`src/rtl/vai_mmio_initiator.sv`:
```
`default_nettype none
// ============================================================================
// Module   : vai_mmio_initiator
// Brief    : Single-outstanding CCI-P MMIO read/write initiator with tid-tagged
//            read completions, read timeout and stray-response counting.
// Revision : 1.0  initial release
// ============================================================================
module vai_mmio_initiator #(
  parameter int TIMEOUT_CYCLES = 512,
  parameter int TID_WIDTH      = 9
) (
  input  logic                 clk,
  input  logic                 reset,
  input  logic                 cmd_valid,
  output logic                 cmd_ready,
  input  logic                 cmd_is_write,
  input  logic [15:0]          cmd_addr,
  input  logic [63:0]          cmd_data,
  output logic                 mmio_rd_valid,
  output logic                 mmio_wr_valid,
  output logic [15:0]          mmio_addr,
  output logic [1:0]           mmio_length,
  output logic [TID_WIDTH-1:0] mmio_tid,
  output logic [63:0]          mmio_data,
  input  logic                 c2_rd_valid,
  input  logic [TID_WIDTH-1:0] c2_tid,
  input  logic [63:0]          c2_data,
  output logic                 rsp_valid,
  input  logic                 rsp_ready,
  output logic                 rsp_is_write,
  output logic                 rsp_error,
  output logic [63:0]          rsp_data,
  output logic [15:0]          stray_cnt
);

  localparam logic [1:0] c_ST_IDLE  = 2'd0;
  localparam logic [1:0] c_ST_ISSUE = 2'd1;
  localparam logic [1:0] c_ST_WAIT  = 2'd2;
  localparam logic [1:0] c_ST_DONE  = 2'd3;

  localparam int CNT_W = $clog2(TIMEOUT_CYCLES);
  // WAIT lasts TIMEOUT_CYCLES-1 cycles so rsp_valid lands TIMEOUT_CYCLES after ISSUE.
  localparam logic [CNT_W-1:0] c_TO_LAST = CNT_W'(TIMEOUT_CYCLES - 2);

  logic [1:0]           r_state;
  logic [1:0]           w_next_state;
  logic [TID_WIDTH-1:0] r_tid_ctr;
  logic [TID_WIDTH-1:0] r_issued_tid;
  logic [CNT_W-1:0]     r_to_cnt;
  logic [15:0]          r_addr;
  logic [63:0]          r_data;
  logic                 r_is_write;
  logic                 r_rsp_is_write;
  logic                 r_rsp_error;
  logic [63:0]          r_rsp_data;
  logic [15:0]          r_stray_cnt;

  logic w_match;
  logic w_expired;
  logic w_stray;

  assign w_match   = c2_rd_valid && (r_state == c_ST_WAIT) && (c2_tid == r_issued_tid);
  assign w_expired = (r_state == c_ST_WAIT) && !w_match && (r_to_cnt == c_TO_LAST);
  assign w_stray   = c2_rd_valid && !w_match;

  always_ff @(posedge clk) begin
    if (reset) begin
      r_state <= c_ST_IDLE;
    end else begin
      r_state <= w_next_state;
    end
  end

  always_comb begin
    w_next_state = r_state;
    case (r_state)
      c_ST_IDLE: begin
        if (cmd_valid) begin
          w_next_state = cmd_addr[0] ? c_ST_DONE : c_ST_ISSUE;
        end
      end
      c_ST_ISSUE: w_next_state = r_is_write ? c_ST_DONE : c_ST_WAIT;
      c_ST_WAIT: begin
        if (w_match || w_expired) begin
          w_next_state = c_ST_DONE;
        end
      end
      default: begin
        if (rsp_ready) begin
          w_next_state = c_ST_IDLE;
        end
      end
    endcase
  end

  always_ff @(posedge clk) begin
    if (reset) begin
      r_tid_ctr      <= '0;
      r_issued_tid   <= '0;
      r_to_cnt       <= '0;
      r_addr         <= '0;
      r_data         <= '0;
      r_is_write     <= 1'b0;
      r_rsp_is_write <= 1'b0;
      r_rsp_error    <= 1'b0;
      r_rsp_data     <= '0;
      r_stray_cnt    <= '0;
    end else begin
      if (w_stray && (r_stray_cnt != 16'hFFFF)) begin
        r_stray_cnt <= r_stray_cnt + 16'd1;
      end
      case (r_state)
        c_ST_IDLE: begin
          if (cmd_valid) begin
            r_addr         <= cmd_addr;
            r_data         <= cmd_data;
            r_is_write     <= cmd_is_write;
            r_rsp_is_write <= cmd_is_write;
            r_rsp_error    <= cmd_addr[0];
            r_rsp_data     <= cmd_addr[0] ? '1 : '0;
          end
        end
        c_ST_ISSUE: begin
          r_to_cnt <= '0;
          if (!r_is_write) begin
            r_issued_tid <= r_tid_ctr;
            r_tid_ctr    <= r_tid_ctr + TID_WIDTH'(1);
          end
        end
        c_ST_WAIT: begin
          if (w_match) begin
            r_rsp_error <= 1'b0;
            r_rsp_data  <= c2_data;
          end else if (w_expired) begin
            r_rsp_error <= 1'b1;
            r_rsp_data  <= '1;
          end else begin
            r_to_cnt <= r_to_cnt + CNT_W'(1);
          end
        end
        default: ;
      endcase
    end
  end

  always_comb begin
    cmd_ready     = (r_state == c_ST_IDLE);
    mmio_rd_valid = 1'b0;
    mmio_wr_valid = 1'b0;
    mmio_addr     = '0;
    mmio_length   = 2'b01;
    mmio_tid      = '0;
    mmio_data     = '0;
    rsp_valid     = 1'b0;
    rsp_is_write  = 1'b0;
    rsp_error     = 1'b0;
    rsp_data      = '0;
    stray_cnt     = r_stray_cnt;
    if (r_state == c_ST_ISSUE) begin
      mmio_rd_valid = !r_is_write;
      mmio_wr_valid = r_is_write;
      mmio_addr     = r_addr;
      mmio_tid      = r_tid_ctr;
      mmio_data     = r_is_write ? r_data : '0;
    end
    if (r_state == c_ST_DONE) begin
      rsp_valid    = 1'b1;
      rsp_is_write = r_rsp_is_write;
      rsp_error    = r_rsp_error;
      rsp_data     = r_rsp_data;
    end
  end

endmodule
`default_nettype wire

```
`config.mk`:
```
export PLATFORM = sky130hd
export DESIGN_NAME = vai_mmio_initiator
export DESIGN_NICKNAME = d
export VERILOG_FILES = /design/src/rtl/vai_mmio_initiator.sv
export SDC_FILE = /design/constraint.sdc
export NUM_CORES = 1
export LEC_CHECK = 0
export BUFFER_PORTS_ARGS = -buffer_cell sky130_fd_sc_hd__buf_2
export CORE_MARGIN = 2
export CORE_UTILIZATION = 25
export DETAILED_ROUTE_END_ITERATION = 10
export HOLD_SLACK_MARGIN = 0.03
export MAX_ROUTING_LAYER = met4
export SLEW_MARGIN = 15
export SYNTH_ARGS = -nofsm -noshare
export SYNTH_HDL_FRONTEND = slang
export SYNTH_SLANG_ARGS = --single-unit
```
`constraint.sdc`:
```
create_clock -name clk -period 2.8 [get_ports clk]
set_input_delay 0.56 -clock clk [delete_from_list [all_inputs] [get_ports clk]]
set_output_delay 0.56 -clock clk [all_outputs]
set_load 0.02 [all_outputs]
```
== After elaboration in Yosys (flattened, before gate mapping) ==
Index checks and enable logic that the tools add are counted.
W data, S select, Z words.
Operators by class
  eq/ne operators: 11
  bitwise gates (word level): 1
  reduce and logical (&&, ||, !) cells: 18
  mux-type cells: 28
  $add $sub $neg: 3
Operator list (count)
  $mux W64: 7
  $pmux W64 S2: 1
  $mux W9: 3
  $add A9 B1 Y9 const B: 2
  $pmux W9 S2: 1
  $add A16 B1 Y16 const B: 1
  $mux W16: 1
  $ne A16 B16 Y1 const B: 1
  $eq A9 B9 Y1: 1
  $eq A9 B9 Y1 const B: 1
  $mux W1: 9
  $reduce_and A3 Y1: 3
  $mux W2: 4
  $logic_and A1 B1 Y1: 6
  $ne A2 B2 Y1 const B: 3
  $pmux W2 S3: 1
  $eq A2 B2 Y1 const B: 2
  $reduce_and A2 Y1: 2
  $reduce_bool A2 Y1: 2
  $reduce_bool A4 Y1: 1
  $ne A3 B3 Y1 const B: 1
  $eq A2 B1 Y1 const B: 1
  $logic_not A1 Y1: 2
  $logic_not A2 Y1: 1
  4 further kinds: 4
Storage, ports and cells
  output and inout bits: 177
  word-level logic and storage cells: 71
  input bits: 159
  register bits: 191

== Depth between registers and ports, before layout ==
  depth after elaboration: 9
  depth in mapped cells: 9

== Worst setup path after synthesis ==
No wires, ideal clock.
  path kind: reg2out
  start: register r_state[1]
  end: output port mmio_addr[10]
  path slack: 0.733 ns
  required time: 2.240 ns
  cell stages (with the launch flop): 7
  arrival time: 1.507 ns
  path buffers: 3
  cells stage by stage: dfxtp_1 > inv_1 > ha_1 > clkbuf_1 > clkbuf_1 > clkbuf_1 > and2_1
On the way
  word-level cells in the longest chain between the ends: 2
RTL lines
  from (decl): line 45  | logic [1:0] r_state;
  from (signal assigned): line 68  | r_state <= c_ST_IDLE;
  from (signal assigned): line 70  | r_state <= w_next_state;
  $eq A2 B1 Y1: line 159  | if (r_state == c_ST_ISSUE) begin
  $mux W16: line 159
  to (decl): line 21  | output logic [15:0] mmio_addr,
No other way between the ends.

== Worst setup path after layout ==
  start: register r_state[1]
  end: output port mmio_addr[1]
Same word-level chain as after synthesis.

==> results.yml <==
setup_path:
  crit_path_cell_trace: "inv_1 > ha_4 > buf_4 > and2_1 > buf_2"
  path_max_fanout: 31
  arrival_ns: 2.03
  cpMaxStageDelayCell: "buf_4"
  path_buf_inv: 3
  required_ns: 2.24
  startpoint_type: "register"
  slowest_delay_ns: 0.36
  cp_top_family: "buffers and inverters"
  cp-end-kind: "output port"
  worstSetupPathType: "reg -> out"
yosys:
  async_reset_ff_share_pct: 0
  ys_top_cells_by_count: "nand2_1 (261), dfxtp_1 (191), a21oi_1 (114)"
  ys.flop_type: "dfxtp_1"
  netlist_instances: 1033
  synth_area_leaders: "dfxtp_1 (44%), nand2_1 (11%), a2bb2oi_2 (8.8%)"
  synth.largest_area_cell: "dfxtp_1"
  synth-edff-count: 0
  synthesis.area_um2: 8740
  yosysWarnings: 0
  synth-seq-cells: 191
  avgSynthCellArea_um2: 8.46
  synth_fp_nets: 1200
  ys_types: 43
  ys_seq_area_share_pct: 43.8
  yosys.cell_count.top_type: "nand2_1"
  synth_top_area_share_pct: 43.8
global_route:
  antenna_found_initial: 3
  grt_pass1_wl_um: 40600
  grt_start_max_net_pins: 82
  overflow: 0
  track_usage_pct: 14.5
  grt_pass1_vias: 7937
power:
  power_density_nw_per_um2: 834
  leakage_nw: 5.24
  ir_drop_uv: 473
  p_total_mw: 9.61
hold_path:
  hold_class: "in -> reg"
clock_network:
  htreeDepth: 4
  hold_buffers: 0
  clkSinkCount: 191
  cts_buffers: 17
  postCtsSetupBuffers: 0
  tritoncts: "yes"
  insertion_delay_ns: 0.45
  cts-root-buf: "clkbuf_16"
  clock_tree.buffer_depth: 2
  clkSlewWorstSetupHoldPaths_ns: 0.08
timing:
  setup_viol: 0
  fin_ws_ns: 0.209
  timing.final.crit_period_ns: 2.59
  tightest_slew_ns: 0.985
  finalClockSkew_ns: 0.0129
  relSlewSlack_pct: 34.0
  period_share_pct: 92.6
  fmax_mhz: 386
  hold_viol: 0
  rsz0062_at_grt: "false"
  finalSetupTns_ns: 0
  maxSlewViolCount: 0
place:
  pre_cts_slack_ns: 0.287
  numPortBuffers: 333
  gp_routability_congestion: 0.792
  dp_hpwl_um: 18200
routing:
  routed_wl_um: 26400
  firstDrtPassIters: 4
  drc: 0
  routedWlPerCell_um: 14.7
  antenna_left: 0
  viasPerCell: 4.66
  via_count: 8353
  drt_iter0_drc: 351
final_layout:
  multiInputGateArea_um2: 4520
  seqCellArea_um2: 3820
  fill_cells: 3671
  syn2layout_area_growth_pct: 31.8
  drive_above_1_share_pct: 34.0
  nNetsFinal: 1487
die:
  rows: 68
  chipHeight_um: 191
  die_w_um: 191
  die_area_um2: 36500
  fp.coreArea_um2: 34500
  start_util_pct: 25.4
  ios: 336
flow_run:
  maxCapViolations: 0
outcome:
  status: "finished, final reports clean"
==> where the power goes <==
group / switching [mW] / total [mW] / leakage, nW / internal, mW
clock: 1.12 / 2.64 / 0.304 / 1.52
combinational: 1.79 / 3.27 / 3.37 / 1.48
sequential: 0.363 / 3.69 / 1.57 / 3.33
==> worst paths after layout <==
check	cells past startpoint	slack [ns]	to	start
max	5	0.21	mmio_addr[1]	r_state[1]
min reg2reg	2	0.45	r_data[40]	r_data[40]
max reg2reg	5	0.45	r_rsp_data[63]	r_to_cnt[5]
min	3	0.33	r_addr[6]	cmd_addr[6]
==> timing repair <==
action / in CTS / in global routing
endpoints found under the setup margin: 49 / 0
hold endpoints to repair: 0 / 0
resized for setup: 1 / 0
==> per-layer routing <==
metal / wire length, µm / global-route usage [%]
met5: 0 / -
met1: 11100 / 16.0
met2: 12700 / 24.7
met4: 561 / 5.40
met3: 2060 / 4.50
==> worst register-to-register path: cells and delay by family, from the launching register on <==
kind,cells,cell delay (ns)
AOI/OAI and AO/OA,3,1.40
DFF,1,0.38
buffers and inverters,1,0.32
and+or+nand+nor,1,0.19
==> registers in the layout, indices dropped and copies added (netlist names), 2 cells and up <==
signal        count
r_tid_ctr         9
r_rsp_data       64
r_addr           16
r_issued_tid      9
r_state           2
r_data           64
stray_cnt        16
r_to_cnt          9
==> cell type report <==
class	instances	area share, %
diodes	3	0.0652
clock buffers	19	3.84
clock inverters	13	1.61
inverters	10	0.326
multi-input cells	745	39.2
flip-flops and latches	191	33.2
well taps	455	4.94
repair buffers	355	16.8
==> cells by family after synthesis <==
kind of cell / count (synthesis) / share of synthesized area (%)
AOI/OAI and AO/OA: 215 / 19.7
xor gates and xnor gates: 14 / 1.40
adders and majority gates: 8 / 1.15
buffers and inverters: 97 / 5.08
DFF: 191 / 43.8
muxes: 3 / 0.387
other: 2 / 0.0860
and+or+nand+nor: 503 / 28.4
==> stage by stage <==
stage          hold WS, ns  std cells  cell area, µm²  utilization [%]
2_1_floorplan        0.432       1033            8740                -
3_3_place_gp         0.437       1756           10900             31.6
3_5_place_dp         0.442       1756           10900             31.6
4_1_cts              0.302       1788           11500             33.4
5_1_grt              0.317       1790           11500             33.4
6_report             0.334       1791           11500             33.4
==> placed cells by master, fill, tap and decap left out, types with 3 or more instances in the layout <==
cell,instances
xor2_1,12
inv_1,10
diode_2,3
clkinv_2,3
nand2b_1,4
nor4_1,4
o21ai_0,6
and2_1,93
nor3_1,3
ha_1,6
a2bb2oi_1,14
buf_12,8
buf_4,15
and3_1,66
a21oi_1,114
o31ai_1,13
nand2_1,260
or4_1,17
clkbuf_16,17
bufinv_16,4
a2bb2oi_2,50
nor2_1,12
mux2_1,3
o211ai_1,5
buf_2,332
nand3_1,13
dfxtp_1,190
nand4_1,10
or3_1,10
(Power assumes the default switching activity.)
